**src/rtl/sprite_pkg.sv**
```systemverilog
// Shared sizing constants and types for the sprite ROM read path.
package sprite_pkg;

  localparam int unsigned SPRITE_ROM_ADDR_W = 8;
  localparam int unsigned SPRITE_ROM_DATA_W = 3;
  localparam int unsigned NUM_SPRITE_REQ    = 4;

  typedef logic [SPRITE_ROM_ADDR_W-1:0] rom_addr_t;
  typedef logic [SPRITE_ROM_DATA_W-1:0] rom_data_t;
  typedef logic [NUM_SPRITE_REQ-1:0]    req_vec_t;

  function automatic int unsigned idx_width(input int unsigned n);
    return (n > 1) ? $clog2(n) : 1;
  endfunction

endpackage

```
**src/rtl/rr_arbiter.sv**
```systemverilog
// Round-robin picker: first set request after ptr, modulo N, as one-hot plus index.
module rr_arbiter #(
  parameter int unsigned N     = 4,
  parameter int unsigned IDX_W = 2
) (
  input  logic [N-1:0]     req,
  input  logic [IDX_W-1:0] ptr,
  output logic [N-1:0]     gnt,
  output logic [IDX_W-1:0] idx,
  output logic             found
);

  logic [2*N-1:0] req_dbl;
  logic [N-1:0]   req_rot;
  int unsigned    pos;

  always_comb begin
    req_dbl = {req, req};
    // bit k of req_rot is requester (ptr+1+k) mod N; ptr=N-1 shifts by N, i.e. starts at 0
    req_rot = N'(req_dbl >> (32'(ptr) + 32'd1));
    gnt     = '0;
    idx     = '0;
    found   = 1'b0;
    pos     = 0;
    for (int unsigned k = 0; k < N; k++) begin
      if (!found && req_rot[k]) begin
        found = 1'b1;
        pos   = 32'(ptr) + k + 1;
        if (pos >= N) pos = pos - N;
      end
    end
    if (found) begin
      gnt = N'(1) << pos;
      idx = IDX_W'(pos);
    end
  end

endmodule

```
**src/rtl/sprite_rom_arbiter.sv**
```systemverilog
// Shares one synchronous sprite ROM port among NUM_REQ renderers; responses
// return ROM_LAT+1 cycles after the grant, tagged with a one-hot valid.
module sprite_rom_arbiter
  import sprite_pkg::*;
#(
  parameter int unsigned NUM_REQ    = NUM_SPRITE_REQ,
  parameter int unsigned ADDR_W     = SPRITE_ROM_ADDR_W,
  parameter int unsigned DATA_W     = SPRITE_ROM_DATA_W,
  parameter int unsigned ROM_LAT    = 1,
  parameter bit          FIXED_PRI0 = 1'b1
) (
  input  logic                      vga_clk,
  input  logic                      reset,
  input  logic [NUM_REQ-1:0]        req,
  input  logic [NUM_REQ*ADDR_W-1:0] req_addr,
  output logic [NUM_REQ-1:0]        gnt,
  output logic [ADDR_W-1:0]         rom_address,
  input  logic [DATA_W-1:0]         rom_q,
  output logic [NUM_REQ-1:0]        rsp_valid,
  output logic [DATA_W-1:0]         rsp_data
);

  localparam int unsigned IDX_W = idx_width(NUM_REQ);
  localparam logic [IDX_W-1:0] PTR_RST = IDX_W'(NUM_REQ - 1);

  typedef struct packed {
    logic               valid;
    logic [NUM_REQ-1:0] tag;
  } tag_t;

  logic [IDX_W-1:0]   rr_ptr_q, rr_ptr_d;
  logic [IDX_W-1:0]   rr_idx, gnt_idx;
  logic [NUM_REQ-1:0] rr_gnt;
  logic               rr_found, pri0_win, any_gnt;
  logic [ADDR_W-1:0]  rom_address_q, rom_address_d;
  tag_t               tag_q [ROM_LAT];
  tag_t               tag_d [ROM_LAT];
  tag_t               tag_last;
  logic [NUM_REQ-1:0] rsp_valid_q, rsp_valid_d;
  logic [DATA_W-1:0]  rsp_data_q, rsp_data_d;

  rr_arbiter #(
    .N     (NUM_REQ),
    .IDX_W (IDX_W)
  ) u_rr_arbiter (
    .req   (req),
    .ptr   (rr_ptr_q),
    .gnt   (rr_gnt),
    .idx   (rr_idx),
    .found (rr_found)
  );

  always_comb begin
    pri0_win = FIXED_PRI0 && req[0];
    gnt      = '0;
    gnt_idx  = '0;
    rr_ptr_d = rr_ptr_q;
    if (!reset) begin
      if (pri0_win) begin
        gnt = NUM_REQ'(1);
      end else if (rr_found) begin
        gnt      = rr_gnt;
        gnt_idx  = rr_idx;
        rr_ptr_d = rr_idx;
      end
    end
    any_gnt       = |gnt;
    rom_address_d = any_gnt ? req_addr[gnt_idx*ADDR_W +: ADDR_W] : rom_address_q;

    tag_d[0] = '{valid: any_gnt, tag: gnt};
    for (int unsigned k = 1; k < ROM_LAT; k++) begin
      tag_d[k] = tag_q[k-1];
    end

    tag_last = tag_q[ROM_LAT-1];
    if (tag_last.valid) begin
      rsp_valid_d = tag_last.tag;
      rsp_data_d  = rom_q;
    end else begin
      rsp_valid_d = '0;
      rsp_data_d  = rsp_data_q;
    end
  end

  always_ff @(posedge vga_clk or posedge reset) begin
    if (reset) begin
      rr_ptr_q      <= PTR_RST;
      rom_address_q <= '0;
      rsp_valid_q   <= '0;
      rsp_data_q    <= '0;
      for (int unsigned k = 0; k < ROM_LAT; k++) begin
        tag_q[k] <= '0;
      end
    end else begin
      rr_ptr_q      <= rr_ptr_d;
      rom_address_q <= rom_address_d;
      rsp_valid_q   <= rsp_valid_d;
      rsp_data_q    <= rsp_data_d;
      for (int unsigned k = 0; k < ROM_LAT; k++) begin
        tag_q[k] <= tag_d[k];
      end
    end
  end

  assign rom_address = rom_address_q;
  assign rsp_valid   = rsp_valid_q;
  assign rsp_data    = rsp_data_q;

endmodule
```
**config.mk**
```make
export PLATFORM = sky130hd
export DESIGN_NAME = sprite_rom_arbiter
export DESIGN_NICKNAME = d
export VERILOG_FILES = /design/src/rtl/sprite_pkg.sv /design/src/rtl/rr_arbiter.sv /design/src/rtl/sprite_rom_arbiter.sv
export SDC_FILE = /design/constraint.sdc
export NUM_CORES = 1
export LEC_CHECK = 0
export CAP_MARGIN = 10
export CORE_MARGIN = 10
export CORE_UTILIZATION = 45
export CTS_CLUSTER_DIAMETER = 60
export DETAILED_ROUTE_END_ITERATION = 12
export GPL_ROUTABILITY_DRIVEN = 1
export HOLD_SLACK_MARGIN = 0.02
export PLACE_DENSITY = 0.8
export SLEW_MARGIN = 20
export SYNTH_ARGS = -nofsm -noshare
export SYNTH_HDL_FRONTEND = slang
export SYNTH_SLANG_ARGS = --single-unit
```
**constraint.sdc**
```tcl
create_clock -name vga_clk -period 6.19 [get_ports vga_clk]
set_clock_uncertainty 0.15 [all_clocks]
set_input_delay 0.9285 -clock vga_clk [delete_from_list [all_inputs] [get_ports vga_clk]]
set_output_delay 0.9285 -clock vga_clk [all_outputs]
set_load 0.02 [all_outputs]
```
==> flow_metrics.tcl, run 1 <==
set metrics [dict create \
    dieArea_um2 6375 \
    tns_ps 0 \
    rsz0062_at_grt "no" \
    post_cts_resized 0 \
    cts-root-buf "clkbuf_4" \
    timing.hold.ws_ps 310.1 \
    dp_slack_ps 868.9 \
    place_hpwl_mm 3.272 \
    cts.clk_slew.worst_paths_ps 120 \
    netlist_area_um2 1612 \
    grt_max_degree 24 \
    power.share.clock_pct 16.1 \
    synthesis.nets 194 \
    die_w_um 79.85 \
    wire_per_inst_um 16.50 \
    dp_cells 243 \
    insertion_delay_ps 310 \
    routed_via_density 5.429 \
    p_sw_share_pct 37.59 \
    grt_pass1_wl_mm 6.265 \
    initial_core_util_pct 47.55 \
    clock_sinks 22 \
    cellPowerDensity_nw_per_um2 303.3 \
    endpoint "gnt[2]" \
    slew_violations 0 \
    synth_top_area_share_pct 31.06 \
    rows 21 \
    htreeDepth 1 \
    rr_endpoint "tag_last[2]" \
    clockBufferDepth 2 \
    grt_pass1_vias 1355 \
    instances_no_fill 247 \
    r2r-start "rr_ptr_q[0]" \
    cts_made_buffers 3 \
    reg2reg_depth 7 \
    arrival_ps 4430 \
    layout_setup_ws_ps 685.7 \
    port_buffers 59 \
    synth.distinct_cells 43 \
    cp-startpoint "rr_ptr_q[0]" \
    drv_cap 0 \
    die_h_um 79.85 \
    setup_viol 0 \
    yosys.area.top_type "dfrtp_1" \
    hold_violations 0 \
    ios 60 \
    p_sw_mw 0.2554 \
    period_needed_ps 5504 \
    reg2reg_slack_ps 2490 \
    place_congestion 0.8056 \
    min_period_over_period_pct 88.92 \
    grt_overflow_total 0 \
    clock.fmax_mhz 181.7 \
    synth_seq_cells 22 \
    yosysWarnings 0 \
    fp.coreArea_um2 3390 \
    post-route-drc-count 0 \
    ir_drop_mv 0.2199 \
    worst_hold_path_type "flip-flop to flip-flop" \
    end_kind "primary output" \
    antenna_found_initial 0 \
    dr.pass1.iters 4 \
    avgSynthCellArea_um2 10.89 \
    synth.area.top_cells "dfrtp_1, mux2i_1, mux2_2, ha_1, dfstp_2" \
    drtIter0Drc 50 \
    route.vias.total 1341 \
    worst_pin_slew_ps 874.0 \
    power_frac_comb_pct 52.3 \
    final_antenna_net_count 0 \
    worst_ep_required_time_ps 5110 \
    cts_setup_buffers 0 \
    leakagePower_nw 0.8711 \
    cp_max_fo 20 \
    status "finished clean" \
    cp-start-kind "flip-flop" \
    power_frac_seq_pct 31.7 \
    cts_tree "built" \
    synthCells 148 \
    nFillCells 260 \
    max_slew_margin_pct 41.67 \
    num-nets-final 248 \
    synth-seq-area-share_pct 34.32 \
    n_antenna_cell 0 \
    critical_path_class "flip-flop to primary output" \
    p_int_mw 0.4242 \
    drive_gt1_share_pct 14.43 \
    track_usage_pct 11.94 \
    area_growth_syn_to_layout_pct 39.05 \
    cts_hold_buf 0 \
    wirelength_mm 4.076 \
]
## how the worst min path moves through the flow
stage	endpoint	cells after the start	slack, ps	start
after CTS	rsp_valid[1]	1	310	tag_last[1]
after global routing	rsp_valid[1]	1	340	tag_last[1]
after detailed placement	rsp_valid[1]	1	290	tag_last[1]
final	rsp_valid[1]	1	310	tag_last[1]
after global placement	rsp_valid[1]	1	290	tag_last[1]
after floorplan	rsp_valid[0]	1	280	tag_last[0]
## layout by cell type, fill, tap and decap left out, types with 2 or more instances in the layout
master and n:
mux2i_1 24, nor3b_1 4, dfrtp_1 20, and3_2 2, nor4b_1 6, nor2b_1 4
a21o_1 2, nor2_1 7, dfstp_2 2, a21oi_1 6, o21ai_0 7, and3b_1 2
nand2_1 2, inv_1 6, ha_1 5, and2_1 4, clkdlybuf4s50_1 59, clkbuf_4 3
mux2_2 11, a31oi_1 2
## per-stage QoR
stage	total power, mW	area (um2)	utilization [%]
2_1_floorplan	0.4621	1612	-
4_1_cts	0.6849	2241	66.11
3_5_place_dp	0.5743	2188	64.56
6_report	0.6796	2241	66.11
5_1_grt	0.7233	2241	66.11
3_3_place_gp	0.5621	2188	64.56
## cell families (layout without fill, tap and decap cells)
kind of cell,count (synthesis),after routing,share of synthesized area (%)
AO/OA/AOI/OAI,28,28,13.74
multiplexers,36,36,23.99
adder cells (fa/ha/maj),5,5,3.882
XOR/XNOR,1,1,0.5436
flip-flops,22,22,34.32
AND/OR/NAND/NOR,39,39,16.85
buffers and inverters,17,70,6.676
## cell type report
cell class	instances	area [um2]	share of cell area, %
repair buffers	60	598.1	26.69
flip-flops and latches	22	553.0	24.68
clock buffers	3	22.52	1.005
well taps	46	57.56	2.568
multi-input cells	109	957.2	42.71
inverters	6	22.52	1.005
clock inverters	1	30.03	1.340
## worst max-delay path, stage by stage, from the launching register on
cell             delay [ps]
dfstp_2                 770
inv_1                   210
ha_1                    530
nor4b_1                 390
a21oi_1                  80
mux4_2                  510
a31oi_4                 450
nor4b_1                 460
clkdlybuf4s50_1         700
## layer usage
metal,GRT usage (%),vias to the layer above,wire [um]
met1,12.52,658,1634
met2,23.22,34,2211
met5,0,-,0
met4,2.641,0,33
li1,-,647,-
met3,2.815,2,197
## state kept, by name, indices dropped and copies added (netlist names)
| register | cells |
|---|---|
| rr_ptr_q | 2 |
| rom_address | 8 |
| rsp_valid | 4 |
| tag_last | 5 |
| rsp_data | 3 |
## power by group through the flow
stage	clock (mW)	sequential, mW	combinational, mW
detailed placement	0	0.218	0.356
CTS	0.112	0.215	0.358
global route	0.118	0.222	0.383
floorplan	0	0.230	0.232
finish	0.109	0.215	0.355
global placement	0	0.216	0.346
## synthesized netlist by cell type (all sizes together)
library cell and number:
or3 1, nand2 2, a31oi 4, nand3 1
nor2b 4, nor3b 4, dfstp 2, nand3b 1
a21bo 1, and3 3, a311o 1, a311oi 1
xor2 1, o21ai 7, o211a 1, dfrtp 20
a21o 3, or3b 1, and2 4, nor4b 7
inv 6, o2111ai 1, ha 5, mux2i 24
a21oi 6, nor2 7, a31o 1, a211o 1
nor3 1, and3b 2, a22oi 1, buf 10
mux4 1, nor4bb 1, mux2 11, clkbuf 1
(Power assumes the default switching activity.)
==> run 2: changes to the inputs <==
--- a/config.mk
+++ b/config.mk
@@ -13,6 +13,7 @@
 export GPL_ROUTABILITY_DRIVEN = 1
 export HOLD_SLACK_MARGIN = 0.02
 export PLACE_DENSITY = 0.8
+export SETUP_SLACK_MARGIN = 0.15
 export SLEW_MARGIN = 20
 export SYNTH_ARGS = -nofsm -noshare
 export SYNTH_HDL_FRONTEND = slang
==> results of run 2 <==
The final DEF is identical to that of run 1; final timing and power are the same.
==> run 3: changes to the inputs <==
--- a/config.mk
+++ b/config.mk
@@ -12,7 +12,7 @@
 export DETAILED_ROUTE_END_ITERATION = 12
 export GPL_ROUTABILITY_DRIVEN = 1
 export HOLD_SLACK_MARGIN = 0.02
-export PLACE_DENSITY = 0.8
+export PLACE_DENSITY = 0.81
 export SETUP_SLACK_MARGIN = 0.15
 export SLEW_MARGIN = 20
 export SYNTH_ARGS = -nofsm -noshare
==> run 3 against run 2 <==
Against the previous run:
- sequential power barely moved
- largest cell class unchanged
- maximum frequency increased by 2.5%
- critical path type unchanged
- count of clock-buffer cells in the layout did not move
- hold slack improved by 11 ps
- first-iteration DRC count fell by 8.0%
==> flow_metrics.tcl, run 3 (synthesized netlist as in run 1, its figures left out) <==
set metrics [dict create \
    status "finished clean" \
    htreeDepth 1 \
    hold_start "tag_last[3]" \
    gr-usage-met3_pct 3.041 \
    reg2reg_slack_ps 2560 \
    final_common_cell "clkdlybuf4s50_1" \
    fp.coreArea_um2 3390 \
    cp-start-kind "flip-flop" \
    p_sw_share_pct 37.64 \
    busiest_layer "met2" \
    power.share.clock_pct 15.9 \
    slowest_stage "dfstp_2" \
    max_stage_delay_ps 760 \
    cts.clk_slew.worst_paths_ps 120 \
    crit_top_cell "nor4b_1" \
    finalPower_mw 0.6801 \
    grt_pass1_wl_mm 6.927 \
    hold_violations 0 \
    routed_via_density 5.397 \
    final_util_pct 66.11 \
    dp_cells 243 \
    nFillCells 285 \
    whs_endpoint "rsp_valid[3]" \
    worst_pin_slew_ps 856.6 \
    ios 60 \
    cts_tree "built" \
    cts_setup_buffers 0 \
    ir_drop_mv 0.2251 \
    leakagePower_nw 0.8711 \
    track_usage_pct 13.23 \
    period_needed_ps 5368 \
    grt.met1_usage_pct 15.20 \
    arrival_ps 4290 \
    cts_made_buffers 3 \
    holdPathStages 1 \
    place_area_um2 2188 \
    slew_violations 0 \
    max_slew_margin_pct 42.83 \
    clock_sinks 22 \
    initial_core_util_pct 47.55 \
    insertion_delay_ps 310 \
    area_growth_syn_to_layout_pct 39.05 \
    place_hpwl_mm 3.401 \
    dieArea_um2 6375 \
    die_h_um 79.85 \
    rows 21 \
    end_kind "primary output" \
    post_cts_resized 0 \
    power_frac_seq_pct 31.9 \
    final_antenna_net_count 0 \
    dr.pass1.iters 4 \
    reg2reg_depth 8 \
    largest_reg_flops 8 \
    cts-root-buf "clkbuf_4" \
    port_buffers 59 \
    wirelength_mm 4.181 \
    drive_gt1_share_pct 14.43 \
    timing.hold.ws_ps 320.7 \
    grt_max_degree 24 \
    grt_pass1_vias 1397 \
    p_sw_mw 0.2560 \
    setup_viol 0 \
    drv_cap 0 \
    worst_hold_path_type "flip-flop to flip-flop" \
    final_cell_mix "clkdlybuf4s50_1, mux2i_1, dfrtp_1" \
    critical_path_class "flip-flop to primary output" \
    power_frac_comb_pct 52.2 \
    drtIter0Drc 46 \
    min_period_over_period_pct 86.72 \
    grt_overflow_total 0 \
    die_w_um 79.85 \
    post-route-drc-count 0 \
    wire_per_inst_um 16.93 \
    cts_hold_buf 0 \
    worst_ep_required_time_ps 5110 \
    cp_top_family "buffers and inverters" \
    tns_ps 0 \
    r2r-start "rr_ptr_q[0]" \
    place_congestion 0.8229 \
    rr_endpoint "rom_address[1]" \
    clockBufferDepth 2 \
    route.vias.total 1333 \
    dp_slack_ps 975.3 \
    antenna_found_initial 0 \
    instances_no_fill 247 \
    p_int_mw 0.4241 \
    num-nets-final 248 \
    stdcell_area_um2 2241 \
    cp-startpoint "rr_ptr_q[0]" \
    rsz0062_at_grt "no" \
    grt_use_met2_pct 23.38 \
    path_cells "inv_1 -> ha_1 -> nor4b_1 -> a21oi_1 -> mux4_2 -> a31oi_4 -> nor4b_1 -> clkdlybuf4s50_1" \
    clock.fmax_mhz 186.3 \
    cellPowerDensity_nw_per_um2 303.5 \
    cp_max_fo 20 \
    layout_setup_ws_ps 821.8 \
    n_antenna_cell 0 \
    cp_num_buf_inv 2 \
]
[run 3: worst max-delay path by stage]
stage / endpoint / slack [ps] / cells after the start
3_5_place_dp: gnt[2] / 980 / 7
2_1_floorplan: gnt[2] / 1870 / 10
5_1_grt: gnt[2] / 470 / 8
6_report: gnt[2] / 820 / 8
3_3_place_gp: gnt[2] / 1090 / 7
4_1_cts: gnt[2] / 790 / 8
[run 3: per-layer routing]
metal	part of all wire, %	wire, um
met2	54	2264
met1	38	1597
met3	6.3	264
met4	1.3	54
met5	0	0
[run 3: area by class of cell]
type                    count  area [um2]  share of cell area (%)
multi-input cells         109       957.2                   42.71
repair buffers             60       598.1                   26.69
flip-flops and latches     22       553.0                   24.68
well taps                  46       57.56                   2.568
clock inverters             1       30.03                   1.340
clock buffers               3       22.52                   1.005
inverters                   6       22.52                   1.005
[run 3: worst reg2reg max path, delay by kind of cell (launching register included)]
kind	cells	cell delay (ps)
DFF	1	760
adders and majority gates	1	540
buffers and inverters	1	220
muxes	3	960
and+or+nand+nor	1	370
AOI/OAI and AO/OA	2	530
[run 3: power by group through the flow]
| stage | clock network, mW | registers [mW] | logic [mW] |
|---|---|---|---|
| after detailed placement | 0 | 0.219 | 0.357 |
| final | 0.108 | 0.217 | 0.355 |
| after global placement | 0 | 0.217 | 0.346 |
| after CTS | 0.111 | 0.217 | 0.359 |
| after global routing | 0.117 | 0.224 | 0.385 |
| after floorplan | 0 | 0.230 | 0.232 |
